**config.mk**
```make
export PLATFORM = sky130hd
export DESIGN_NAME = mh_accept
export DESIGN_NICKNAME = d
export VERILOG_FILES = /design/src/rtl/mh_accept.sv
export SDC_FILE = /design/constraint.sdc
export NUM_CORES = 1
export LEC_CHECK = 0
export ABC_AREA = 1
export CORE_MARGIN = 2
export CORE_UTILIZATION = 60
export DETAILED_ROUTE_END_ITERATION = 16
export HOLD_SLACK_MARGIN = 0.12
export PLACE_DENSITY = 0.95
export SETUP_SLACK_MARGIN = 0.15
export SYNTH_ARGS = -nofsm -noshare
export SYNTH_HDL_FRONTEND = slang
export SYNTH_SLANG_ARGS = --single-unit
```
**constraint.sdc**
```tcl
create_clock -name i_Clk -period 5.4 [get_ports i_Clk]
set_clock_uncertainty 0.1 [all_clocks]
set_input_delay 0.54 -clock i_Clk [delete_from_list [all_inputs] [get_ports i_Clk]]
set_output_delay 0.54 -clock i_Clk [all_outputs]
set_load 0.05 [all_outputs]
```
**src/rtl/mh_accept.sv**
```systemverilog
// mh_accept: Metropolis-Hastings style accept/reject unit.
// Decimates an LFSR stream into a small FIFO of random words and, on each
// request handshake, compares the head word against the request's
// probability threshold. The registered result is held until the consumer
// takes it.
// Optional feature macro: MH_ACCEPT_STATS_EN enables the request/accept
// statistics counters. When it is undefined both counters are tied to 0.
module mh_accept #(
   parameter int NUM_BITS = 32,
   parameter int DEPTH    = 8,
   parameter int DECIM    = 4
) (
   input  logic                       i_Clk,
   input  logic                       i_Rst,
   input  logic [NUM_BITS-1:0]        i_LFSR_Data,
   input  logic                       i_LFSR_Valid,
   input  logic                       i_Req_Valid,
   input  logic [NUM_BITS-1:0]        i_Req_Prob,
   output logic                       o_Req_Ready,
   output logic                       o_Acc_Valid,
   input  logic                       i_Acc_Ready,
   output logic                       o_Accept,
   output logic [NUM_BITS-1:0]        o_Rand,
   output logic [$clog2(DEPTH):0]     o_Fifo_Count,
   output logic [31:0]                o_Req_Cnt,
   output logic [31:0]                o_Acc_Cnt
);

   localparam int AW = $clog2(DEPTH);
   localparam int DW = (DECIM > 1) ? $clog2(DECIM) : 1;

   logic [NUM_BITS-1:0] mem_q [DEPTH];
   logic [AW-1:0]       wr_ptr_q, wr_ptr_d;
   logic [AW-1:0]       rd_ptr_q, rd_ptr_d;
   logic [AW:0]         count_q, count_d;
   logic [DW-1:0]       dec_q, dec_d;
   logic                acc_valid_q, acc_valid_d;
   logic                accept_q, accept_d;
   logic [NUM_BITS-1:0] rand_q, rand_d;

   logic                sample_wrap;
   logic                fifo_full;
   logic                req_ready;
   logic                pop;
   logic                push;
   logic [NUM_BITS-1:0] head_word;

   // Handshake and FIFO control decisions for the current cycle.
   always_comb begin
      sample_wrap = i_LFSR_Valid && (dec_q == DW'(DECIM - 1));
      fifo_full   = (count_q == (AW + 1)'(DEPTH));
      req_ready   = (count_q != '0) && (!acc_valid_q || i_Acc_Ready);
      pop         = i_Req_Valid && req_ready;
      // A full FIFO still accepts a sample when the head leaves the same cycle.
      push        = sample_wrap && (!fifo_full || pop) && !i_Rst;
      head_word   = mem_q[rd_ptr_q];
   end

   // Next-state for decimation counter, FIFO pointers/count and result.
   always_comb begin
      // NOTE: every always_comb target gets a default first so no path leaves it unassigned, which would infer a latch.
      dec_d       = dec_q;
      wr_ptr_d    = wr_ptr_q;
      rd_ptr_d    = rd_ptr_q;
      count_d     = count_q;
      acc_valid_d = acc_valid_q;
      accept_d    = accept_q;
      rand_d      = rand_q;

      if (sample_wrap) begin
         dec_d = '0;
      end else if (i_LFSR_Valid) begin
         dec_d = dec_q + DW'(1);
      end

      if (push) begin
         wr_ptr_d = wr_ptr_q + AW'(1);
      end
      if (pop) begin
         rd_ptr_d = rd_ptr_q + AW'(1);
      end
      if (push && !pop) begin
         count_d = count_q + (AW + 1)'(1);
      end else if (pop && !push) begin
         count_d = count_q - (AW + 1)'(1);
      end

      if (pop) begin
         acc_valid_d = 1'b1;
         accept_d    = (head_word < i_Req_Prob);
         rand_d      = head_word;
      end else if (i_Acc_Ready) begin
         acc_valid_d = 1'b0;
      end
   end

   // State registers with asynchronous active-high reset.
   always_ff @(posedge i_Clk or posedge i_Rst) begin
      // NOTE: sequential state uses non-blocking assignments so every flop samples pre-edge values.
      if (i_Rst) begin
         dec_q       <= '0;
         wr_ptr_q    <= '0;
         rd_ptr_q    <= '0;
         count_q     <= '0;
         acc_valid_q <= 1'b0;
         accept_q    <= 1'b0;
         rand_q      <= '0;
      end else begin
         dec_q       <= dec_d;
         wr_ptr_q    <= wr_ptr_d;
         rd_ptr_q    <= rd_ptr_d;
         count_q     <= count_d;
         acc_valid_q <= acc_valid_d;
         accept_q    <= accept_d;
         rand_q      <= rand_d;
      end
   end

   // FIFO storage write port.
   always_ff @(posedge i_Clk) begin
      // NOTE: the storage array is not reset; clearing the pointers and count already marks every entry invalid.
      if (push) begin
         mem_q[wr_ptr_q] <= i_LFSR_Data;
      end
   end

`ifdef MH_ACCEPT_STATS_EN
   logic [31:0] req_cnt_q, req_cnt_d;
   logic [31:0] acc_cnt_q, acc_cnt_d;

   // Statistics: count handshakes and accepted handshakes, wrapping at 2^32.
   always_comb begin
      req_cnt_d = req_cnt_q;
      acc_cnt_d = acc_cnt_q;
      if (pop) begin
         req_cnt_d = req_cnt_q + 32'd1;
         if (head_word < i_Req_Prob) begin
            acc_cnt_d = acc_cnt_q + 32'd1;
         end
      end
   end

   // Statistics registers.
   always_ff @(posedge i_Clk or posedge i_Rst) begin
      if (i_Rst) begin
         req_cnt_q <= '0;
         acc_cnt_q <= '0;
      end else begin
         req_cnt_q <= req_cnt_d;
         acc_cnt_q <= acc_cnt_d;
      end
   end

   assign o_Req_Cnt = req_cnt_q;
   assign o_Acc_Cnt = acc_cnt_q;
`else
   assign o_Req_Cnt = 32'd0;
   assign o_Acc_Cnt = 32'd0;
`endif

   assign o_Req_Ready  = req_ready;
   assign o_Acc_Valid  = acc_valid_q;
   assign o_Accept     = accept_q;
   assign o_Rand       = rand_q;
   assign o_Fifo_Count = count_q;

endmodule
```
==> out/metrics.cfg, run 1 <==
[clocking]
cts_sinks=302
tritoncts=yes
insertion_delay_ps=550
cts_resized=0
cts_root_buf=clkbuf_16
clk_pin_slew_ps=60
cts_setup_buffers=0
cts_htree_levels=1
hold_buffers=0
cts.path.max_buffers=3
cts-buffers-inserted=28

[sta]
drv_slew=0
min_period_ps=4042
rsz0062_at_grt=no
slew-limit-headroom_pct=20.13
min_period_over_period_pct=74.85
tns_ps=0
tightest_slew_ps=1198
timing.final.hold_violations=0
clock.fmax_ghz=0.2474
setup_viol=0

[placed_design]
dp_hpwl_um=17700
place_congestion=0.8025
dp.cells=1483
portBuffers=107

[setup_path]
arrival_ps=4420
worstSetupPathType=reg2reg
cp_max_fo=113
start_kind=flip-flop
crit_required_ps=5780
crit_path_end_kind=flip-flop

[finish]
fin_cells=1535
nNetsFinal=1340
drive_gt1_share_pct=6.773
layout_common_cells=256 x edfxtp_1, 225 x nor2_1, 146 x nand2_1, 107 x clkdlybuf4s50_1, 103 x o21ai_0
area_growth_pct=14.21
fillers=1369
multiInputGateArea_mm2=0.003591
seq_area_mm2=0.008842
n_antenna_cell=0
postLayoutCoreUtil_pct=69.45
final_common_cell=edfxtp_1

[die]
core_area_mm2=0.02169
fp.dieW_um=152.3
die-height_um=152.3
die-area_mm2=0.02318
initial_core_util_pct=60.81
rows=54
ios=172

[global_routing]
grt_pass1_wl_um=47550
grt_max_degree=114
antenna_found_initial=1
grt.total_usage_pct=26.08
grt_overflow_total=0
grt_pass1_vias=9024

[logic_synthesis]
syn_area_per_cell_um2=11.61
synthFlopType=edfxtp_1
async_flop_share_pct=15.23
ys_ff_latch=302
ys_types=36
ys_seq_area_share_pct=67.02
synth_edf_count=256
syn_inst=1136
synth_warnings=0
synth_area_mm2=0.01319

[min_path]
min_path_type=reg2reg

[route]
drt-initial-drc-count=1066
via_per_inst=5.967
routed_wl_um=31090
wl_per_cell_um=20.25
first_pass_iters=8
drc=0
vias=9160
ant_nets=0

[pwr]
vdd_drop_max_v=0.0002987
totalPowerFinal_mw=8.354
p_leak_nw=5.695
powerDensity_mw_per_mm2=554.7

[run]
maxCapViolations=0

[outcome]
status=finished, final reports clean

==> where the power goes <==
group / switching (mW) / total, mW / leakage [nW] / internal [mW]
Combinational: 2.45 / 3.56 / 2.41 / 1.11
Sequential: 0.178 / 2.95 / 2.86 / 2.77
Clock: 0.816 / 1.85 / 0.423 / 1.03
==> Yosys cell counts, types with 2 or more instances <==
master / count / area share, %
a211oi_1: 3 / 0.17
a21oi_1: 16 / 0.61
a31oi_1: 18 / 0.85
a31oi_2: 13 / 1.2
buf_1: 2 / 0.057
buf_2: 15 / 0.57
buf_4: 69 / 3.9
buf_6: 10 / 0.85
clkbuf_1: 22 / 0.63
dfrtp_1: 46 / 8.7
edfxtp_1: 256 / 58
ha_1: 37 / 3.5
inv_1: 52 / 1.5
inv_2: 4 / 0.11
nand2_1: 146 / 4.2
nand3_1: 7 / 0.27
nand4_1: 7 / 0.33
nor2_1: 233 / 6.6
o21ai_0: 103 / 3.9
o21ai_1: 27 / 1.0
o22ai_1: 31 / 1.5
xnor2_1: 2 / 0.13
xor2_1: 4 / 0.27
==> layer usage <==
| metal | global-route usage (%) | part of all wire [%] |
|---|---|---|
| met1 | 32.48 | 35 |
| met2 | 43.07 | 49 |
| met3 | 5.603 | 11 |
| met4 | 14.20 | 4.9 |
| met5 | 0 | 0.039 |
==> layout make-up <==
cell class / count / area share (%)
clock inverters: 9 / 0.3489
well taps: 280 / 2.326
inverters: 57 / 1.421
repair buffers: 123 / 7.991
clock buffers: 43 / 5.366
multi-input cells: 721 / 23.84
flip-flops and latches: 302 / 58.71
==> stage by stage <==
stage,setup WS [ps],area (µm²),hold slack (ps)
finish,1358,15060,380.5
global placement,1908,14200,359.4
detailed placement,1723,14200,371.2
global route,1197,15060,400.3
CTS,1482,15060,385.6
floorplan,1378,13420,347.2
==> cells by family (layout without fill, tap and decap cells) <==
| kind of cell | after synthesis | in the layout | synth area share [%] |
|---|---|---|---|
| AOI/OAI and AO/OA | 216 | 216 | 9.592 |
| xor gates and xnor gates | 6 | 6 | 0.3985 |
| adders and majority gates | 38 | 38 | 3.662 |
| buffers and inverters | 176 | 232 | 7.694 |
| DFF | 302 | 302 | 67.02 |
| muxes | 1 | 1 | 0.08538 |
| other | 1 | 64 | 0.02844 |
| and+or+nand+nor | 396 | 396 | 11.52 |
==> critical path, stage by stage (launching register included) <==
cell and delay (ps):
dfrtp_4 550, buf_4 930, o21ai_0 250, o22ai_1 220
nor2_1 60, a31oi_1 360, ha_1 340, a21oi_1 160
o21a_1 170, o221ai_1 210, a211oi_1 400, nand2_1 90
nand2_1 60
==> sequential cells by signal, indices dropped and copies added (netlist names) <==
register and cells:
mem_q 256, o_Acc_Valid 1, o_Rand 32, wr_ptr_q 3
o_Accept 1, dec_q 2, rd_ptr_q 3, o_Fifo_Count 4
==> path summary, 6_finish.rpt <==
kind / start / end / slack, ps / cells after the start
worst max-delay path: rd_ptr_q[0]$_DFFE_PP0P_ / o_Accept$_DFFE_PP0P_ / 1360 / 12
worst min-delay path: dec_q[0]$_DFFE_PP0P_ / dec_q[0]$_DFFE_PP0P_ / 380 / 1
worst max register to register: rd_ptr_q[0]$_DFFE_PP0P_ / o_Accept$_DFFE_PP0P_ / 1360 / 12
worst min register to register: dec_q[0]$_DFFE_PP0P_ / dec_q[0]$_DFFE_PP0P_ / 380 / 1
max in group asynchronous: i_Rst / rd_ptr_q[0]$_DFFE_PP0P_ / 4270 / 3
min in group asynchronous: i_Rst / o_Rand[8]$_DFFE_PP0P_ / 420 / 3
(Power assumes the default switching activity.)
==> inputs of run 2 (changes only) <==
CORE_UTILIZATION = 55   (was 60)
PLACE_DENSITY = 0.91   (was 0.95)
clock period = 4.2 ns   (was 5.4 ns; I/O delays follow)
==> run 2 against run 1 <==
  * Sequential share of layout area decreased by 1.1 points
  * Critical path type unchanged
  * Count of clock-buffer cells in the layout decreased by 5
  * Critical path depth increased by 3
  * Highest routed layer is now met4
==> out/metrics.cfg, run 2 (synthesis results as in run 1) <==
[setup_path]
r2r_slack_ps=660
critPathTopFamily=compound AO/OA/AOI/OAI gates
path_cells=inv_2, buf_12, o21ai_0, o22ai_1, nor2_1, a31oi_1, ha_1, nand2_1, nor2_1, a211oi_1, o221a_2, nand2_1, nand2_1, nand2_1, nand2_1
crit_required_ps=4580
crit_buf_inv=2
arrival_ps=3920
crit_top_cell=nand2_1
cp_max_fo=56
crit_path_end_kind=flip-flop
slowest_stage=dfrtp_4
start_kind=flip-flop
worstSetupPathType=reg2reg
cp_slowest_stage_delay_ps=650

[clocking]
cts_htree_levels=1
cts_setup_buffers=0
clk_pin_slew_ps=70
cts.path.max_buffers=3
hold_buffers=0
cts_resized=0
cts_sinks=302
cts-buffers-inserted=29
insertion_delay_ps=540
cts_root_buf=clkbuf_16
tritoncts=yes

[min_path]
min_path_type=in2async

[outcome]
status=finished, final reports clean

[route]
drt-initial-drc-count=1078
vias=8978
first_pass_iters=5
ant_nets=0
via_per_inst=5.675
wl_per_cell_um=19.85
drc=0
routed_wl_um=31400

[sta]
setup_viol=0
drv_slew=0
timing.final.hold_violations=0
min_period_over_period_pct=84.25
slew-limit-headroom_pct=55.14
min_period_ps=3539
tns_ps=0
tightest_slew_ps=672.9
holdWs_ps=339.5
setup_slack_ps=661.5
clock.fmax_ghz=0.2826
rsz0062_at_grt=no

[finish]
largest_register_ffs=256
postLayoutCoreUtil_pct=65.43
drive_gt1_share_pct=7.454
layout_common_cells=256 x edfxtp_1, 225 x nor2_1, 146 x nand2_1, 107 x clkdlybuf4s50_1, 103 x o21ai_0
nNetsFinal=1347
top_register=mem_q
area_growth_pct=16.45
final_common_cell=edfxtp_1

[die]
core_area_mm2=0.02347
rows=56
die-height_um=158.8
fp.dieW_um=158.8
initial_core_util_pct=56.18
ios=172
die-area_mm2=0.02523

[placed_design]
portBuffers=107
place_congestion=0.7818
dp_worst_setup_slack_ps=806.8
dp_hpwl_um=17870

[global_routing]
grt.total_usage_pct=24.38
grt_pass1_wl_um=48070
grt_overflow_total=0
grt_pass1_vias=8758
grt_max_degree=57
antenna_found_initial=1

[pwr]
powerDensity_mw_per_mm2=730.4
vdd_drop_max_v=0.0003488
p_leak_nw=5.803

[run]
maxCapViolations=0

-- run 2: cell types whose count changed in the layout (fill, tap and decap cells not counted), sizes merged --
cell,before,now
diode,0,2
clkbuf,43,38
buf,16,22
clkinv,8,6
bufinv,0,7
-- run 2: where the power goes --
group	leakage, nW	internal (mW)	switching [mW]
clock network	0.494	1.72	1.08
registers	2.86	3.56	0.276
logic	2.45	1.47	3.11
-- run 2: final cells by class --
type / instances / area (µm²)
timing repair buffer: 129 / 1274
clock buffer: 38 / 769.5
multi-input combinational: 721 / 3601
antenna: 2 / 5.005
fill: 1543 / 8115
inverter: 57 / 214.0
tap: 319 / 399.1
clock inverter: 14 / 251.5
sequential: 302 / 8843
-- run 2: tightest hold or removal path: cells and delay by family --
kind	cells	cell delay (ps)
buffers and inverters	3	1040
-- run 2: stage by stage --
stage | power (mW) | instances | area (µm²)
after floorplan | 7.083 | 1199 | 13420
after global placement | 8.110 | 1528 | 14330
after detailed placement | 8.307 | 1528 | 14330
after CTS | 11.18 | 1580 | 15350
after global routing | 11.75 | 1580 | 15350
final | 11.22 | 1582 | 15360
-- run 2: final timing paths --
kind	end	from	cells past startpoint
max	o_Accept$_DFFE_PP0P_	rd_ptr_q[0]$_DFFE_PP0P_	15
min	o_Rand[30]$_DFFE_PP0P_	i_Rst	3
max reg2reg	o_Accept$_DFFE_PP0P_	rd_ptr_q[0]$_DFFE_PP0P_	15
min reg2reg	o_Rand[1]$_DFFE_PP0P_	o_Rand[1]$_DFFE_PP0P_	2
max in group asynchronous	rd_ptr_q[0]$_DFFE_PP0P_	i_Rst	3
min in group i_Clk	o_Rand[1]$_DFFE_PP0P_	o_Rand[1]$_DFFE_PP0P_	2
-- run 2: metal layers --
metal | vias to the layer above | track usage, % | routed length (µm) | share of wire [%]
met5 | - | 0.3953 | 0 | 0
met1 | 4221 | 30.84 | 11430 | 36
met3 | 87 | 4.885 | 3525 | 11
met2 | 643 | 41.03 | 15330 | 49
met4 | 0 | 10.59 | 1112 | 3.5
li1 | 4027 | - | - | -
==> inputs of run 3 (changes only) <==
CORE_UTILIZATION = 50   (was 55)
PLACE_DENSITY = 0.87   (was 0.91)
clock period = 3.22 ns   (was 4.2 ns; I/O delays follow)
==> run 3 against run 2 <==
  * Cell count is 1.6% higher
  * Register-to-register slack worse by 390 ps
  * Final area is 1.5% higher
  * Critical path depth is 2 lower
  * Count of clock-buffer cells in the layout fell by 7
  * Utilization down 5.5 points
  * Setup slack lost 390 ps
  * Non-clock buffer count grew 10
  * Sequential power up 27%
  * Maximum frequency grew 20%
  * Via count unchanged
  * Global-route usage shrank 3.2 points
  * Critical path type unchanged
==> out/metrics.cfg, run 3 (synthesis results as in run 1) <==
[finish]
final_area_mm2=0.01558
largest_register_ffs=256
top_register=mem_q
drive_gt1_share_pct=8.733
nNetsFinal=1356
fin_cells=1608
final_common_cell=edfxtp_1
layout_common_cells=256 x edfxtp_1, 225 x nor2_1, 146 x nand2_1, 107 x clkdlybuf4s50_1, 103 x o21ai_0
postLayoutCoreUtil_pct=59.97
area_growth_pct=18.17

[pwr]
p_switching_mw=5.796
p_leak_nw=5.875
combPwrFrac_pct=41.6
powerDensity_mw_per_mm2=943.6
power.internal_mw=8.909
totalPowerFinal_mw=14.71
p_clk_share_pct=25.2
seqPwrFrac_pct=33.2
p_sw_share_pct=39.41
vdd_drop_max_v=0.0005665

[clocking]
cts.path.max_buffers=3
clk_pin_slew_ps=60
hold_buffers=0
cts_root_buf=clkbuf_16
insertion_delay_ps=540
cts_sinks=302
tritoncts=yes
cts-buffers-inserted=28
cts_htree_levels=1

[die]
core_area_mm2=0.02598
die-height_um=166.4
ios=172
fp.dieW_um=166.4
die-area_mm2=0.02769
initial_core_util_pct=50.75
rows=59

[setup_path]
start_kind=flip-flop
crit_required_ps=3600
ff2ff_path_depth=13
crit_path_end_kind=flip-flop
reg2reg_to=o_Accept$_DFFE_PP0P_
arrival_ps=3320
r2r_start=rd_ptr_q[0]$_DFFE_PP0P_
startpoint=rd_ptr_q[0]$_DFFE_PP0P_
worstSetupPathType=reg2reg
cp_max_fo=94
r2r_slack_ps=280

[global_routing]
grt.total_usage_pct=21.20
grt_max_degree=95
grt_pass1_wl_um=46740
grt_pass1_vias=8741
grt_overflow_total=0
antenna_found_initial=3

[sta]
tightest_slew_ps=675.9
clock.fmax_ghz=0.3397
setup_slack_ps=276.3
drv_slew=0
setup_viol=0
min_period_over_period_pct=91.42
timing.final.hold_violations=0
tns_ps=0
min_period_ps=2944
slew-limit-headroom_pct=54.94
holdWs_ps=269.5
rsz0062_at_grt=no

[run]
maxCapViolations=0

[placed_design]
place_congestion=0.8129
dp.cells=1554
dp_worst_setup_slack_ps=278.1
place_area_mm2=0.01452
dp_hpwl_um=18630
portBuffers=107

[route]
drc=0
first_pass_iters=6
wl_per_cell_um=18.69
vias=8978
ant_nets=0
routed_wl_um=30050
via_per_inst=5.583
drt-initial-drc-count=1059

[min_path]
min_path_type=in2async

[outcome]
status=finished, final reports clean

run 3: cell types whose count changed in the layout (fill, tap and decap cells not counted), moves of 2 or more:
cell        delta
buf_12         +6
buf_4          +3
clkbuf_1       -6
clkinv_1       +2
clkinv_2       +2
clkinvlp_4     +4
dfrtp_1        -3
dfrtp_2        +3
inv_2          -3
nor2_2         -2
nor2_4         +2
run 3: per-layer routing:
| metal | wire [µm] | vias up | global-route usage [%] |
|---|---|---|---|
| li1 | - | 4056 | - |
| met1 | 11180 | 4274 | 26.65 |
| met2 | 14750 | 537 | 36.17 |
| met3 | 2747 | 109 | 3.718 |
| met4 | 1356 | 2 | 9.445 |
| met5 | 16 | - | 0 |
run 3: area by class of cell:
cell class	instances	area, µm²
repair buffers	139	1428
flip-flops and latches	302	8847
clock inverters	21	320.3
multi-input cells	721	3611
clock buffers	31	733.2
diodes	2	5.005
fillers	1846	10400
well taps	335	419.2
inverters	57	220.2
run 3: power groups by stage:
stage | combinational (mW) | clock [mW] | sequential (mW)
floorplan | 3.53 | 0 | 5.73
global placement | 5.78 | 0 | 4.95
detailed placement | 6.00 | 0 | 4.96
CTS | 6.08 | 3.74 | 4.89
global route | 6.64 | 3.88 | 4.93
finish | 6.11 | 3.71 | 4.88
run 3: repair_timing:
action | CTS | global route
setup buffers | 0 | 0
setup endpoints to repair | 0 | 1
gates resized for setup | 0 | 3
run 3: worst max-delay path by stage:
stage / end / slack [ps] / cells after the start
5_1_grt: o_Accept$_DFFE_PP0P_ / 150 / 13
3_3_place_gp: o_Fifo_Count[3]$_DFFE_PP0P_ / 380 / 18
4_1_cts: o_Accept$_DFFE_PP0P_ / 210 / 15
2_1_floorplan: mem_q[1][0]$_DFFE_PP_ / 70 / 11
3_5_place_dp: o_Fifo_Count[3]$_DFFE_PP0P_ / 280 / 18
6_report: o_Accept$_DFFE_PP0P_ / 280 / 13
run 3: worst max-delay path, stage by stage (launching register included):
cell and delay, ps:
dfrtp_4 440, buf_12 330, o21ai_0 150, o22ai_1 170
nor2_1 60, a31oi_1 300, ha_1 310, a21oi_1 140
o21ai_0 90, nand4_1 80, o211ai_1 240, a211oi_1 260
nand2_1 90, nand2_1 60
